<file path="src/rtl/pwm2_pkg.sv">
// Shared types and helpers for the binary-weighted PWM measurement block.
//   DUTY_W : default duty word width
//   state_e: measurement FSM state
//   sat_w  : clamp a value to the largest w-bit unsigned number
package pwm2_pkg;

  localparam int unsigned DUTY_W = 16;

  typedef enum logic {
    IDLE = 1'b0,
    RUN  = 1'b1
  } state_e;

  // Clamp value to 2^w-1; valid for w < 32.
  function automatic logic [31:0] sat_w(input logic [31:0] value, input int unsigned w);
    logic [31:0] max_v;
    max_v = (32'd1 << w) - 32'd1;
    return (value > max_v) ? max_v : value;
  endfunction

endpackage

</file>
<file path="src/rtl/pwm_sync.sv">
// Multi-flop synchroniser for an asynchronous single-bit input.
//   clk_i   : destination clock
//   rst_ni  : asynchronous active-low reset, clears the chain
//   d_i     : asynchronous input
//   q_o     : synchronised output (last stage)
module pwm_sync #(
  parameter int unsigned STAGES = 2
) (
  input  logic clk_i,
  input  logic rst_ni,
  input  logic d_i,
  output logic q_o
);

  logic [STAGES-1:0] sync_q;

  // Shift chain; runs every cycle.
  always_ff @(posedge clk_i or negedge rst_ni) begin
    if (!rst_ni) begin
      sync_q <= '0;
    end else begin
      sync_q <= {sync_q[STAGES-2:0], d_i};
    end
  end

  assign q_o = sync_q[STAGES-1];

endmodule

</file>
<file path="src/rtl/pwm2_meas.sv">
// Recovers the duty word of a binary-weighted PWM line by counting high
// cycles over any contiguous 2^W-cycle window.
//   clock        : system clock
//   reset_n      : asynchronous active-low reset
//   enable       : 1 = measure, 0 = idle (partial window discarded)
//   restart      : abandon current window and start a new one
//   pwm_in       : PWM line, asynchronous to clock
//   duty_out     : last completed measurement
//   duty_valid   : one-cycle pulse when duty_out updates
//   duty_changed : pulse with duty_valid when the locked value changed
//   locked       : sticky, set after the first completed window
module pwm2_meas
  import pwm2_pkg::*;
#(
  parameter int unsigned W           = DUTY_W,
  parameter int unsigned SYNC_STAGES = 2
) (
  input  logic         clock,
  input  logic         reset_n,
  input  logic         enable,
  input  logic         restart,
  input  logic         pwm_in,
  output logic [W-1:0] duty_out,
  output logic         duty_valid,
  output logic         duty_changed,
  output logic         locked
);

  localparam int unsigned CNT_W = W + 1;
  localparam logic [W-1:0] WIN_LAST = '1;

  logic s;

  state_e         state_q,   state_d;
  logic [W-1:0]   win_cnt_q, win_cnt_d;
  logic [CNT_W-1:0] hi_cnt_q, hi_cnt_d;
  logic [W-1:0]   duty_q,    duty_d;
  logic           valid_q,   valid_d;
  logic           changed_q, changed_d;
  logic           locked_q,  locked_d;
  logic [W-1:0]   result_c;

  pwm_sync #(
    .STAGES (SYNC_STAGES)
  ) u_sync (
    .clk_i  (clock),
    .rst_ni (reset_n),
    .d_i    (pwm_in),
    .q_o    (s)
  );

  // Final count includes the window-end sample; only a constant-high line reaches 2^W.
  assign result_c = W'(sat_w(32'(hi_cnt_q) + 32'(s), W));

  // Next-state, counters and output values.
  always_comb begin
    state_d   = state_q;
    win_cnt_d = win_cnt_q;
    hi_cnt_d  = hi_cnt_q;
    duty_d    = duty_q;
    valid_d   = 1'b0;
    changed_d = 1'b0;
    locked_d  = locked_q;
    case (state_q)
      IDLE: begin
        win_cnt_d = '0;
        hi_cnt_d  = '0;
        if (enable) state_d = RUN;
      end
      RUN: begin
        if (!enable) begin
          // Disable wins over restart and window end.
          state_d   = IDLE;
          win_cnt_d = '0;
          hi_cnt_d  = '0;
        end else if (restart) begin
          win_cnt_d = '0;
          hi_cnt_d  = '0;
        end else if (win_cnt_q == WIN_LAST) begin
          // Window end: publish and roll straight into the next window.
          win_cnt_d = '0;
          hi_cnt_d  = '0;
          duty_d    = result_c;
          valid_d   = 1'b1;
          changed_d = locked_q && (result_c != duty_q);
          locked_d  = 1'b1;
        end else begin
          win_cnt_d = win_cnt_q + W'(1);
          hi_cnt_d  = hi_cnt_q + CNT_W'(s);
        end
      end
      default: begin
        state_d   = IDLE;
        win_cnt_d = '0;
        hi_cnt_d  = '0;
      end
    endcase
  end

  // State and output registers.
  always_ff @(posedge clock or negedge reset_n) begin
    if (!reset_n) begin
      state_q   <= IDLE;
      win_cnt_q <= '0;
      hi_cnt_q  <= '0;
      duty_q    <= '0;
      valid_q   <= 1'b0;
      changed_q <= 1'b0;
      locked_q  <= 1'b0;
    end else begin
      state_q   <= state_d;
      win_cnt_q <= win_cnt_d;
      hi_cnt_q  <= hi_cnt_d;
      duty_q    <= duty_d;
      valid_q   <= valid_d;
      changed_q <= changed_d;
      locked_q  <= locked_d;
    end
  end

  assign duty_out     = duty_q;
  assign duty_valid   = valid_q;
  assign duty_changed = changed_q;
  assign locked       = locked_q;

endmodule

</file>
<file path="config.mk">
export PLATFORM = sky130hd
export DESIGN_NAME = pwm2_meas
export DESIGN_NICKNAME = d
export VERILOG_FILES = /design/src/rtl/pwm2_pkg.sv /design/src/rtl/pwm_sync.sv /design/src/rtl/pwm2_meas.sv
export SDC_FILE = /design/constraint.sdc
export NUM_CORES = 1
export LEC_CHECK = 0
export BUFFER_PORTS_ARGS = -buffer_cell sky130_fd_sc_hd__buf_4
export CORE_MARGIN = 1.5
export CORE_UTILIZATION = 54
export DETAILED_ROUTE_END_ITERATION = 8
export GPL_TIMING_DRIVEN = 0
export PLACE_DENSITY = 0.78
export SYNTH_ARGS = -nofsm -noshare
export SYNTH_HDL_FRONTEND = slang
export SYNTH_SLANG_ARGS = --single-unit
export TNS_END_PERCENT = 100
</file>
<file path="constraint.sdc">
create_clock -name clock -period 2.3 [get_ports clock]
set_input_delay 0.23 -clock clock [delete_from_list [all_inputs] [get_ports clock]]
set_output_delay 0.23 -clock clock [all_outputs]
set_load 0.01 [all_outputs]
</file>
### Yosys cells after proc, flatten, opt, wreduce, memory -nomap -nowiden

Index checks and enable logic that the tools add are counted.
Widths: inputs -> output; s select.

| storage, ports and cells | value |
|---|---|
| bits of input ports | 5 |
| output and inout port bits | 19 |
| bits in registers | 55 |

| cells by class | value |
|---|---|
| multiplexer cells | 18 |
| bitwise logic cells | 2 |
| eq/ne operators | 2 |
| add/sub/neg operators | 3 |
| reductions and logical operators | 2 |
| $lt $le $gt $ge | 1 |

Operators by type and width:

| operator | number |
|---|---|
| $mux 16 | 4 |
| $mux 17 | 3 |
| $pmux 17 s2 | 1 |
| $pmux 16 s2 | 1 |
| $add 17x1->18 | 1 |
| $gt 18x16->1 const B | 1 |
| $add 17x1->17 | 1 |
| $add 16x1->16 const B | 1 |
| $eq 16x16->1 const B | 1 |
| $ne 16x16->1 | 1 |
| $mux 1 | 9 |
| $reduce_and 4->1 | 1 |
| $not 1->1 | 2 |
| $logic_and 1x1->1 | 1 |

### Logic depth before layout (Yosys ltp)

| logic depth | value |
|---|---|
| depth in word-level cells | 9 |
| gate-level depth with buffers | 11 |
| depth with buffers taken out | 9 |

### Cells and area by module

Synthesis repeated with hierarchy kept, for this count alone.

| unflattened totals | value |
|---|---|
| cells, all modules | 286 |
| area total of the unflattened synthesis | 2798.9 sq um |

Modules (own cells, without submodules):

| module | times used | cells an instance | area each (sq um) | sequential area each (sq um) |
|---|---|---|---|---|
| pwm2_meas | 1 | 284 | 2748.9 | 1326.3 |
| pwm_sync | 1 | 2 | 50.0 | 50.0 |

### Worst setup path after synthesis

No wires, ideal clock.

| timing path | value |
|---|---|
| kind | reg2reg |
| start | register u_sync.sync_q[1] |
| end | register changed_q (netlist: duty_changed) |
| stages on the path, launching flop included | 12 |
| path slack | -212 ps |
| period minus slack after synthesis | 2512 ps |
| arrival time | 2386 ps |
| required time | 2174 ps |
| path buffers | 3 |
| setup time | 126 ps |
| cells stage by stage | dfrtp_1 ha_1 ha_1 and3_2 a21o_1 buf_2 and2_4 buf_6 buf_6 o22ai_1 o2111ai_1 o311a_1 |

| on the way | value |
|---|---|
| cells in the longest elaborated chain, start to end | 9 |

RTL lines:

| element | RTL line | text |
|---|---|---|
| start, declared | pwm_sync.sv:15 | `logic [STAGES-1:0] sync_q;` |
| start signal, assigned | pwm_sync.sv:22 | `sync_q <= {sync_q[STAGES-2:0], d_i};` |
| $add 17x1->18 * | pwm2_meas.sv:53 | `assign result_c = W'(sat_w(32'(hi_cnt_q) + 32'(s), W));` |
| $gt 18x16->1 | pwm2_pkg.sv:18 | `return (value > max_v) ? max_v : value;` |
| $mux 16 * | pwm2_pkg.sv:18 |  |
| $ne 16x16->1 * | pwm2_meas.sv:85 | `changed_d = locked_q && (result_c != duty_q);` |
| $logic_and 1x1->1 * | pwm2_meas.sv:85 |  |
| $mux 1 * | pwm2_meas.sv:79 | `end else if (win_cnt_q == WIN_LAST) begin` |
| $mux 1 * | pwm2_meas.sv:76 | `end else if (restart) begin` |
| $mux 1 * | pwm2_meas.sv:71 | `if (!enable) begin` |
| $mux 1 * | pwm2_meas.sv:64 | `case (state_q)` |
| named net changed_d | pwm2_meas.sv:39 | `logic changed_q, changed_d;` |
| end signal, assigned | pwm2_meas.sv:116 | `changed_q <= changed_d;` |
| end, declared | pwm2_meas.sv:39 |  |

Mark *: on every way through the listed nets, which the timed path passes. The rest lies on a longest branch.
A chain may end at the register's enable or synchronous reset.

### Worst setup path after layout

| timing path | value |
|---|---|
| start | register hi_cnt_q[14] |
| end | register changed_q (netlist: duty_changed) |

| on the way | value |
|---|---|
| cells in the longest elaborated chain, start to end | 9 |

RTL lines:

| element | RTL line | text |
|---|---|---|
| start, declared | pwm2_meas.sv:36 | `logic [CNT_W-1:0] hi_cnt_q, hi_cnt_d;` |
| start signal, assigned | pwm2_meas.sv:113 | `hi_cnt_q <= hi_cnt_d;` |
| $add 17x1->18 * | pwm2_meas.sv:53 |  |
| $gt 18x16->1 | pwm2_pkg.sv:18 |  |
| $mux 16 * | pwm2_pkg.sv:18 |  |
| $ne 16x16->1 * | pwm2_meas.sv:85 |  |
| $logic_and 1x1->1 * | pwm2_meas.sv:85 |  |
| $mux 1 * | pwm2_meas.sv:79 |  |
| $mux 1 * | pwm2_meas.sv:76 |  |
| $mux 1 * | pwm2_meas.sv:71 |  |
| $mux 1 * | pwm2_meas.sv:64 |  |
| named net changed_d | pwm2_meas.sv:39 |  |

Marks and branches as above.

==> flow_summary.json <==
{
  "outcome": "complete, but fails checks",
  "grt_max_degree": 56,
  "htreeDepth": 2,
  "period_needed_ns": 2.493,
  "dp.cells": 404,
  "start_kind": "register",
  "synthCells": 311,
  "rr_worst_depth": 9,
  "p_leak_uw": 0.001682,
  "clk_latency_ns": 0.33,
  "drc": 0,
  "clk_pin_slew_ns": 0.11,
  "fin_worst_skew_ns": 0.01055,
  "crit_arrival_ns": 2.71,
  "grt_first_pass_wirelength_mm": 13.22,
  "rrSetupSlack_ns": -0.19,
  "hold_viol": 0,
  "cpMaxStageDelayCell": "dfrtp_2",
  "final_common_cell": "nor2_1",
  "fmaxAchievable_ghz": 0.4011,
  "cts_tree": "done",
  "rows": 26,
  "mostFrequentLayoutCells": "nor2_1 (56), buf_4 (49), dfrtp_1 (47)",
  "syn_to_final_growth_pct": 28.53,
  "hold_depth": 1,
  "drive_above_1_share": 0.3038,
  "required_ns": 2.52,
  "power_frac_comb": 0.030,
  "firstDrtPassIters": 5,
  "hold_path.startpoint": "enable",
  "hpwl_mm": 4.601,
  "wl_met2_mm": 4.105,
  "p_seq_frac": 0.564,
  "io_pins": 24,
  "cp-end-kind": "register",
  "synth_edf_count": 0,
  "netSwitchingFraction": 0.2212,
  "synth-seq-cells": 55,
  "p_per_area_mw_per_mm2": 447.3,
  "cts_buffers": 5,
  "netlist-cell-type-count": 51,
  "antenna_found_initial": 0,
  "routed_wl_mm": 8.796,
  "gp_congestion": 0.9227,
  "gr-total-overflow": 0,
  "wl_met3_um": 647,
  "hold_class": "input port to register",
  "first_iter_violations": 419,
  "r2r_end": "duty_changed$_DFF_PN0_",
  "ys.flop_type": "dfrtp_1",
  "insertedDiodeCount": 0,
  "rsz0062_at_grt": "yes",
  "synth_nets": 319,
  "pwr-share-clk": 0.406,
  "peakVddDrop_v": 0.0003384,
  "setup.worst_path.class": "register to register",
  "top_layer_used": "met4",
  "cap_violations": 0,
  "worst_slack_ns": -0.1932,
  "via_count": 2794,
  "via_per_inst": 6.321,
  "wl_per_cell_um": 19.90,
  "final_cells": 442,
  "slew_violations": 0,
  "die_h_um": 77.59,
  "avgSynthCellArea_um2": 9.660,
  "path_cells": "nand4_1 > nor4_4 > buf_4 > o2111ai_4 > and2_4 > buf_8 > o22ai_4 > o2111ai_2 > o311a_1",
  "nets": 379,
  "intPower_uw": 1345,
  "cp_max_fo": 7,
  "clock_path_buffers": 2,
  "start_util": 0.5736,
  "setup_viol": 1,
  "grt_pass1_vias": 2623,
  "grt_usage": 0.2837,
  "synthArstFlopShare": 1.000,
  "met1_length_mm": 3.676,
  "worst_pin_slew_ns": 0.6872,
  "ys_seq_area_frac": 0.4581,
  "root_buffer": "clkbuf_8",
  "die_x_um": 77.59,
  "yosys_warnings": 0,
  "cts.sinks": 55,
  "hold_end": "state_q$_DFF_PN0_",
  "cpLargestDelayFamily": "compound AO/OA/AOI/OAI gates",
  "port_buffers": 23,
  "relSlewSlack": 0.5418,
  "cp.buffers_inverters": 2,
  "violations": "negative setup slack",
  "p_sw_uw": 382.0,
  "r2r-start": "hi_cnt_q[14]$_DFF_PN0_",
  "dieArea_mm2": 0.006019,
  "synth_area_mm2": 0.003004,
  "final_util": 0.7372,
  "max_stage_delay_ns": 0.43,
  "finalCritPeriodShare": 1.084,
  "ant_nets": 0,
  "core_mm2": 0.005238
}
==> what timing repair did <==
action	4_1_cts	5_1_grt
setup endpoints to repair	18	35
hold buffers	1	1
cloned	1	0
buffers inserted	15	13
endpoints found under the hold margin	55	1
gates resized for setup	25	19
pin swaps	12	9
==> logic make-up (layout without fill, tap and decap cells) <==
logic type               Yosys count  after routing  share of synthesized area
AND/OR/NAND/NOR                  147            147                     0.2707
flip-flops                        55             55                     0.4581
AO/OA/AOI/OAI                     48             48                     0.1162
XOR/XNOR                          38             38                     0.1108
buffers and inverters             20             81                    0.03165
adder cells (fa/ha/maj)            3              3                    0.01250
==> routing by layer <==
| layer | vias to the layer above | GRT usage |
|---|---|---|
| met1 | 1347 | 0.3813 |
| met4 | 0 | 0.1164 |
| li1 | 1233 | - |
| met3 | 44 | 0.05765 |
| met5 | - | 0 |
| met2 | 170 | 0.4470 |
==> through the flow <==
stage / TNS (ns) / hold WS, ns / total power [µW] / setup WS [ns] / instance area (µm²)
after floorplan: 0 / -0.06559 / 1010 / 0.01808 / 3059
after global placement: -3.333 / 0.3272 / 1042 / -0.3616 / 3319
after detailed placement: -3.922 / 0.3293 / 1043 / -0.3831 / 3319
after CTS: -0.1330 / 0.009380 / 1721 / -0.1330 / 3691
after global routing: -0.3312 / 0.007155 / 1783 / -0.3312 / 3861
final: -0.1932 / 0.01637 / 1727 / -0.1932 / 3861
==> power by group through the flow <==
stage                     Clock [µW]  Sequential, µW  Combinational [µW]
final                            701             974                52.3
after global routing             748             974                60.5
after CTS                        695             974                51.8
after detailed placement           0             993                49.8
after global placement             0             993                49.1
after floorplan                    0             992                18.2
==> Yosys cell counts, types with 4 or more instances <==
master | number | area (µm²)
nor3_1 | 4 | 20.02
dfrtp_1 | 55 | 1376
nand4_1 | 13 | 81.33
inv_1 | 6 | 22.52
nor2_1 | 57 | 214.0
buf_2 | 4 | 20.02
nor2b_1 | 9 | 56.30
nand3_1 | 12 | 60.06
xor2_1 | 12 | 105.1
clkbuf_1 | 8 | 30.03
nor4_1 | 5 | 31.28
xnor2_1 | 26 | 227.7
a21oi_1 | 8 | 40.04
nand4b_1 | 5 | 43.79
o22ai_1 | 5 | 31.28
a31oi_1 | 14 | 87.58
nand2_1 | 14 | 52.55
==> worst max-delay path by stage <==
stage	start	end	slack, ns	depth (start not counted)
floorplan	hi_cnt_q[0]$_DFF_PN0_	duty_changed$_DFF_PN0_	0.02	11
global placement	hi_cnt_q[14]$_DFF_PN0_	duty_changed$_DFF_PN0_	-0.36	9
detailed placement	hi_cnt_q[14]$_DFF_PN0_	duty_changed$_DFF_PN0_	-0.38	9
CTS	u_sync.sync_q[1]$_DFF_PN0_	duty_changed$_DFF_PN0_	-0.13	9
global route	hi_cnt_q[2]$_DFF_PN0_	duty_changed$_DFF_PN0_	-0.33	8
finish	hi_cnt_q[14]$_DFF_PN0_	duty_changed$_DFF_PN0_	-0.19	9
==> area by class of cell <==
| type | count | area, µm² |
|---|---|---|
| timing repair buffer | 54 | 446.7 |
| fill | 350 | 1376 |
| inverter | 6 | 22.52 |
| sequential | 55 | 1386 |
| clock inverter | 2 | 38.79 |
| clock buffer | 6 | 82.58 |
| multi-input combinational | 236 | 1707 |
| tap | 70 | 87.58 |
| buffer | 13 | 90.09 |
==> state kept, by name, indices dropped and copies added, names as in the netlist <==
name,cells
duty_changed,1
duty_out,16
duty_valid,1
hi_cnt_q,17
locked,1
state_q,1
u_sync.sync_q,2
win_cnt_q,16
No activity file was read; power rests on OpenSTA's default activity.
